**config.mk**
```make
export PLATFORM = sky130hd
export DESIGN_NAME = mem_dump_unit_flat
export DESIGN_NICKNAME = d
export VERILOG_FILES = /design/src/rtl/mem_dump_unit_pkg.sv /design/src/rtl/mem_dump_unit_if.sv /design/src/rtl/mem_dump_unit_word_serializer.sv /design/src/rtl/mem_dump_unit.sv /design/src/flat_wrapper.sv
export SDC_FILE = /design/constraint.sdc
export NUM_CORES = 1
export LEC_CHECK = 0
export ABC_AREA = 1
export BUFFER_PORTS_ARGS = -buffer_cell sky130_fd_sc_hd__buf_2
export CAP_MARGIN = 20
export CELL_PAD_IN_SITES_DETAIL_PLACEMENT = 1
export CELL_PAD_IN_SITES_GLOBAL_PLACEMENT = 2
export CORE_MARGIN = 2
export CORE_UTILIZATION = 31
export DETAILED_ROUTE_END_ITERATION = 16
export PLACE_DENSITY_LB_ADDON = 0.1
export SYNTH_ARGS = -nofsm -noshare
export SYNTH_HDL_FRONTEND = slang
export SYNTH_SLANG_ARGS = --single-unit
```
**constraint.sdc**
```tcl
create_clock -name clk -period 2.1 [get_ports clk]
set_clock_uncertainty 0.2 [all_clocks]
set_input_delay 0.42 -clock clk [delete_from_list [all_inputs] [get_ports clk]]
set_output_delay 0.42 -clock clk [all_outputs]
set_load 0.05 [all_outputs]
```
**src/rtl/mem_dump_unit_pkg.sv**
```systemverilog
// Shared pipeline package: dump-unit state encoding, word geometry and the
// load/store opcode constants used by the core that owns the data memory.
package mem_dump_unit_pkg;

  typedef enum logic [2:0] {
    ST_IDLE,
    ST_READ,
    ST_LATCH,
    ST_SEND,
    ST_WAIT_TX,
    ST_NEXT,
    ST_DONE
  } dump_state_e;

  localparam int DATA_W         = 32;
  localparam int BYTES_PER_WORD = DATA_W / 8;

  // Load/store opcodes and word-access funct3 of the pipeline.
  localparam logic [6:0] OPC_LOAD  = 7'b0000011;
  localparam logic [6:0] OPC_STORE = 7'b0100011;
  localparam logic [2:0] F3_WORD   = 3'b010;

  // Byte count for an arbitrary word width (the BYTES_PER_WORD rule, generalised).
  function automatic int bytes_per_word(input int w);
    return w / 8;
  endfunction

  // Counter width that can hold 0..n-1, never narrower than one bit.
  function automatic int cnt_w(input int n);
    return (n > 1) ? $clog2(n) : 1;
  endfunction

endpackage

```
**src/rtl/mem_dump_unit_if.sv**
```systemverilog
// Memory-read and UART-transmit bus of the dump unit.
//   master : dump unit side (drives read strobe/address and tx byte/strobe)
//   slave  : memory + transmitter side (returns read word and tx done tick)
interface mem_dump_unit_if #(
  parameter int B      = 32,
  parameter int ADDR_W = 8
) ();
  logic              mem_rd_en;
  logic [ADDR_W-1:0] mem_addr;
  logic [B-1:0]      mem_rdata;
  logic [7:0]        tx_data;
  logic              tx_start;
  logic              tx_done_tick;

  modport master (
    output mem_rd_en, mem_addr, tx_data, tx_start,
    input  mem_rdata, tx_done_tick
  );

  modport slave (
    input  mem_rd_en, mem_addr, tx_data, tx_start,
    output mem_rdata, tx_done_tick
  );
endinterface

```
**src/rtl/mem_dump_unit_word_serializer.sv**
```systemverilog
// word_serializer: holds one B-bit word and hands it out MSB byte first.
//   load/load_data : capture a new word, byte counter to 0
//   shift          : shift left by 8, byte counter +1
//   clr            : byte counter to 0 (word untouched)
//   next_byte      : byte that becomes the top byte after the next shift
//   last_byte      : counter is on the final byte of the word
module word_serializer
  import mem_dump_unit_pkg::*;
#(
  parameter int B = 32
) (
  input  logic         clk,
  input  logic         rst_n,
  input  logic         load,
  input  logic [B-1:0] load_data,
  input  logic         shift,
  input  logic         clr,
  output logic [7:0]   next_byte,
  output logic         last_byte
);
  localparam int BPW = bytes_per_word(B);
  localparam int BCW = cnt_w(BPW);

  logic [B-1:0]   shift_q;
  logic [BCW-1:0] byte_cnt;

  always_ff @(posedge clk or negedge rst_n) begin
    if (!rst_n) begin
      shift_q  <= '0;
      byte_cnt <= '0;
    end else if (load) begin
      shift_q  <= load_data;
      byte_cnt <= '0;
    end else if (shift) begin
      shift_q  <= shift_q << 8;
      byte_cnt <= byte_cnt + 1'b1;
    end else if (clr) begin
      byte_cnt <= '0;
    end
  end

  assign last_byte = (byte_cnt == BCW'(BPW - 1));

  // Looking one byte ahead lets the FSM register tx_data on the same edge
  // that performs the shift, so tx_data is valid together with tx_start.
  if (B > 8) begin : g_next
    assign next_byte = shift_q[B-9 -: 8];
  end else begin : g_single
    assign next_byte = '0;
  end

endmodule

```
**src/rtl/mem_dump_unit.sv**
```systemverilog
// mem_dump_unit: on start, reads N_WORDS consecutive data-memory words from
// base_addr (wrapping at 2^ADDR_W) and sends each word MSB byte first to a
// UART transmitter, one byte per tx_done_tick.
//   clk, rst_n      : clock, asynchronous active-low reset
//   start/base_addr : dump request and first word address (IDLE only)
//   bus (master)    : mem_rd_en/mem_addr/mem_rdata, tx_data/tx_start/tx_done_tick
//   busy            : high in every state but IDLE
//   done            : one-cycle pulse at the end of a completed dump
// All strobes are registered and asserted on entry to their state, so they
// are high exactly while the FSM sits in READ / SEND / DONE.
module mem_dump_unit
  import mem_dump_unit_pkg::*;
#(
  parameter int B       = 32,
  parameter int ADDR_W  = 8,
  parameter int N_WORDS = 256
) (
  input  logic              clk,
  input  logic              rst_n,
  input  logic              start,
  input  logic [ADDR_W-1:0] base_addr,
  mem_dump_unit_if.master   bus,
  output logic              busy,
  output logic              done
);
  localparam int WCW = ADDR_W + 1;

  dump_state_e       state;
  logic [ADDR_W-1:0] addr_q;
  logic [WCW-1:0]    word_cnt;

  logic       ser_load, ser_shift, ser_clr;
  logic [7:0] next_byte;
  logic       last_byte;
  logic       last_word;

  assign last_word = (word_cnt == WCW'(N_WORDS - 1));
  assign ser_load  = (state == ST_LATCH);
  assign ser_shift = (state == ST_WAIT_TX) && bus.tx_done_tick;
  assign ser_clr   = ((state == ST_IDLE) && start) || ((state == ST_NEXT) && !last_word);

  word_serializer #(.B(B)) u_ser (
    .clk       (clk),
    .rst_n     (rst_n),
    .load      (ser_load),
    .load_data (bus.mem_rdata),
    .shift     (ser_shift),
    .clr       (ser_clr),
    .next_byte (next_byte),
    .last_byte (last_byte)
  );

  always_ff @(posedge clk or negedge rst_n) begin
    if (!rst_n) begin
      state         <= ST_IDLE;
      addr_q        <= '0;
      word_cnt      <= '0;
      busy          <= 1'b0;
      done          <= 1'b0;
      bus.mem_rd_en <= 1'b0;
      bus.mem_addr  <= '0;
      bus.tx_start  <= 1'b0;
      bus.tx_data   <= '0;
    end else begin
      bus.mem_rd_en <= 1'b0;
      bus.tx_start  <= 1'b0;
      done          <= 1'b0;
      case (state)
        ST_IDLE: if (start) begin
          addr_q        <= base_addr;
          word_cnt      <= '0;
          bus.mem_addr  <= base_addr;
          bus.mem_rd_en <= 1'b1;
          busy          <= 1'b1;
          state         <= ST_READ;
        end
        ST_READ:  state <= ST_LATCH;
        // mem_rdata is valid now; the serializer captures it on this edge,
        // so the first byte is taken straight from the read word.
        ST_LATCH: begin
          bus.tx_data  <= bus.mem_rdata[B-1 -: 8];
          bus.tx_start <= 1'b1;
          state        <= ST_SEND;
        end
        ST_SEND:  state <= ST_WAIT_TX;
        ST_WAIT_TX: if (bus.tx_done_tick) begin
          if (!last_byte) begin
            bus.tx_data  <= next_byte;
            bus.tx_start <= 1'b1;
            state        <= ST_SEND;
          end else begin
            state <= ST_NEXT;
          end
        end
        ST_NEXT: if (last_word) begin
          done  <= 1'b1;
          state <= ST_DONE;
        end else begin
          word_cnt      <= word_cnt + 1'b1;
          addr_q        <= addr_q + 1'b1;
          bus.mem_addr  <= addr_q + 1'b1;
          bus.mem_rd_en <= 1'b1;
          state         <= ST_READ;
        end
        ST_DONE: begin
          busy  <= 1'b0;
          state <= ST_IDLE;
        end
        default: state <= ST_IDLE;
      endcase
    end
  end

endmodule

```
**src/flat_wrapper.sv**
```systemverilog
// flat-port wrapper written by rule: the top's interface ports become plain ports
module mem_dump_unit_flat import mem_dump_unit_pkg::*;
#(
  parameter int B       = 32,
  parameter int ADDR_W  = 8,
  parameter int N_WORDS = 256
)
  (clk, rst_n, start, base_addr, busy, done, bus_mem_rd_en, bus_mem_addr, bus_tx_data, bus_tx_start, bus_mem_rdata, bus_tx_done_tick);
  mem_dump_unit_if #(.B(B), .ADDR_W(ADDR_W)) bus_i ();
  input  logic clk;
  input  logic rst_n;
  input  logic start;
  input  logic [ADDR_W-1:0] base_addr;
  output logic busy;
  output logic done;
  output wire logic [$bits(bus_i.mem_rd_en)-1:0] bus_mem_rd_en;
  output wire logic [$bits(bus_i.mem_addr)-1:0] bus_mem_addr;
  output wire logic [$bits(bus_i.tx_data)-1:0] bus_tx_data;
  output wire logic [$bits(bus_i.tx_start)-1:0] bus_tx_start;
  input wire logic [$bits(bus_i.mem_rdata)-1:0] bus_mem_rdata;
  input wire logic [$bits(bus_i.tx_done_tick)-1:0] bus_tx_done_tick;
  assign bus_mem_rd_en = bus_i.mem_rd_en;
  assign bus_mem_addr = bus_i.mem_addr;
  assign bus_tx_data = bus_i.tx_data;
  assign bus_tx_start = bus_i.tx_start;
  assign bus_i.mem_rdata = bus_mem_rdata;
  assign bus_i.tx_done_tick = bus_tx_done_tick;
  mem_dump_unit #(.B(B), .ADDR_W(ADDR_W), .N_WORDS(N_WORDS)) u_core (.clk(clk), .rst_n(rst_n), .start(start), .base_addr(base_addr), .bus(bus_i), .busy(busy), .done(done));
endmodule
```
==> flow_summary.yaml <==
run_status:
  outcome: "finished with violations"
  violations: "setup timing"
cells_and_area:
  n_antenna_cell: 0
  final_util_pct: 40.54
  final_common_cell: "nand2_1"
  layout.cells.non_filler: 602
  drive_gt1_share_pct: 29.42
  nets: 513
  mostFrequentLayoutCells: "nand2_1 (158), buf_2 (63), dfrtp_1 (58)"
  syn_to_final_growth_pct: 27.61
  fin_area_sq_um: 3926
place:
  place.gp.congestion: 0.7669
  placed_area_sq_um: 3575
  dp_hpwl_mm: 5.898
  pre_cts_ws_ps: 47.74
  port_buffers: 63
  post-place-cells: 582
die:
  die_x_microns: 103.6
  top_level_ports: 64
  dieArea_sq_um: 10740
  fp.dieH_microns: 103.6
  core-area_sq_um: 9684
  rows: 36
  initial_core_util_pct: 31.77
clock_network:
  htreeDepth: 3
  cts.sinks: 58
  cts_buffer_depth: 2
  clk_pin_slew_worst_paths_ps: 70
  clkLatencyLatePin_ps: 340
  cts_root_buffer: "clkbuf_8"
  cts_tree: "yes"
  cts_made_buffers: 9
yosys:
  ys_top_cells_by_area: "dfrtp_1 (47%), nand2_1 (20%), nand3_1 (4.7%)"
  synth_top_family_by_area: "simple AND/OR/NAND/NOR gates"
  synth_cell_types: 32
  synth-xor-area-share_pct: 0
  synth_top_area_share_pct: 47.17
  yosysSeqAreaShare_pct: 47.17
  synthAdderAreaFrac_pct: 1.627
  synth-compound-area-share_pct: 7.727
  synth_area_sq_um: 3077
  synthMuxAreaShare_pct: 0
  synth_cells: 386
  synth-warning-count: 0
  ys_ff_latch: 58
  syn_avg_cell_area_sq_um: 7.971
  synth_nets: 434
  yosys.area_share.simple_pct: 35.10
  synth_top_area_cell: "dfrtp_1"
sta:
  relSlewSlack_pct: 67.85
  fin_crit_sh_pct: 100.6
  final.setup.worst_slack_ps: -11.72
  rsz0062_at_grt: "true"
  tns_ps: -11.72
  drv_slew: 0
  tightest_slew_ps: 482.3
  hold_ws_ps: 78.85
  timing.final.crit_period_ps: 2112
  setup_violations: 1
  fmax_mhz: 473.5
  finalHoldViolCount: 0
flow_run:
  cap_violations: 0
power_and_ir_drop:
  seq_power_share_pct: 31.4
  pwr-share-clk_pct: 21.6
  power_density_nw_per_um2: 1514
  ir_drop_mv: 0.4644
  p_int_mw: 3.245
  leakagePower_nw: 2.037
  swShare_pct: 45.42
  pwr-share-comb_pct: 47.1
  p_sw_mw: 2.700
  finalPower_mw: 5.945
worst_setup_path:
  critPathCaptureType: "flip-flop"
  path_cells: "ha_2 -> nand4_1 -> nor3_2 -> ha_2 -> nor2_4 -> nand2_4 -> nand2_8 -> buf_12 -> o21ai_2 -> inv_1 -> nand2_1 -> nand2_1"
  critPathBufInv: 2
  crit_arrival_ps: 2140
  crit_required_ps: 2130
  start_kind: "flip-flop"
  critical_path.top_delay_family: "simple AND/OR/NAND/NOR gates"
  cp_slowest_stage_delay_ps: 390
  cp_max_fo: 6
  slowest_stage: "dfrtp_1"
  critPathKind: "flip-flop to flip-flop"
grt:
  grt_pass1_wl_mm: 14.01
  grt-ovfl-total: 0
  grt_max_degree: 26
  grt.total_usage_pct: 16.13
  grt_pass1_vias: 2922
  antenna_found_initial: 0
worst_hold_path:
  min_path_type: "input port to flip-flop"
route:
  wirelength_mm: 8.253
  drt-pass1-iter-count: 3
  ant_nets: 0
  routedWlPerCell_microns: 13.71
  initialDrtViolationCount: 68
  drc: 0
  num_vias: 2749
  vias_per_cell: 4.566
[layout make-up]
type	count	area (sq um)
clock buffers	10	137.6
clock inverters	5	102.6
fillers	1191	5758
inverters	39	163.9
multi-input cells	279	1411
flip-flops and latches	58	1451
well taps	133	166.4
repair buffers	78	493.0
[path summary, 6_finish.rpt]
path / startpoint / endpoint / slack (ps) / cells past startpoint
setup / recovery: u_core.word_cnt[1]$_DFFE_PN0P_ / u_core.bus.mem_addr[6]$_DFFE_PN0P_ / -10 / 12
hold / removal: bus_mem_rdata[4] / u_core.u_ser.shift_q[4]$_DFFE_PN0P_ / 80 / 3
setup reg to reg: u_core.word_cnt[1]$_DFFE_PN0P_ / u_core.bus.mem_addr[6]$_DFFE_PN0P_ / -10 / 12
hold reg to reg: u_core.u_ser.shift_q[3]$_DFFE_PN0P_ / u_core.u_ser.shift_q[3]$_DFFE_PN0P_ / 270 / 2
max in group asynchronous: rst_n / u_core.bus.mem_addr[3]$_DFFE_PN0P_ / 820 / 3
min in group asynchronous: rst_n / u_core.bus.mem_addr[4]$_DFFE_PN0P_ / 370 / 2
[sequential cells by signal, summed over array words and instances, names as in the netlist, 2 cells and up]
register,cells
u_core.word_cnt,9
u_core.u_ser.shift_q,24
u_core.bus.mem_addr,8
u_core.bus.tx_data,8
u_core.state,3
u_core.u_ser.byte_cnt,2
[cell families (layout without fill, tap and decap cells)]
logic type | after synthesis | count (layout)
flip-flops | 58 | 58
AO/OA/AOI/OAI | 40 | 40
buffers and inverters | 49 | 132
adder cells (fa/ha/maj) | 4 | 4
AND/OR/NAND/NOR | 235 | 235
[cell usage after synthesis (all sizes together)]
cell and n:
nand2 171, dfrtp 58, inv 38, nand3 32, o21ai 29, nor2 21
buf 10, a21oi 7, nand4 6, ha 4, or2 3, o22ai 2
clkinv 1, nand3b 1, nor3 1, o21a 1, o31ai 1
[power groups by stage]
stage / sequential (mW) / clock (mW) / combinational, mW
floorplan: 2.43 / 0 / 1.53
global placement: 1.88 / 0 / 2.67
detailed placement: 1.88 / 0 / 2.70
CTS: 1.87 / 1.33 / 2.71
global route: 1.93 / 1.37 / 3.11
finish: 1.86 / 1.28 / 2.80
[tightest hold or removal path, stage by stage]
cell and delay (ps):
buf_2 70, nand2_1 40, nand2_1 50
[routing by layer]
layer  wire (microns)  global-route usage [%]  vias up
met5                0                       0        -
met4              102                   4.537        0
met3              283                   3.902        9
met2             4293                   28.81       44
met1             3575                   19.31     1314
li1                 -                       -     1382
[what timing repair did]
| action | in CTS | in global routing |
|---|---|---|
| hold endpoints to repair | 15 | 0 |
| setup buffers | 0 | 3 |
| endpoints found under the setup margin | 0 | 20 |
| hold buffers | 1 | 0 |
| gates resized for setup | 0 | 20 |
Note: power is estimated with default switching activity, not from simulation.
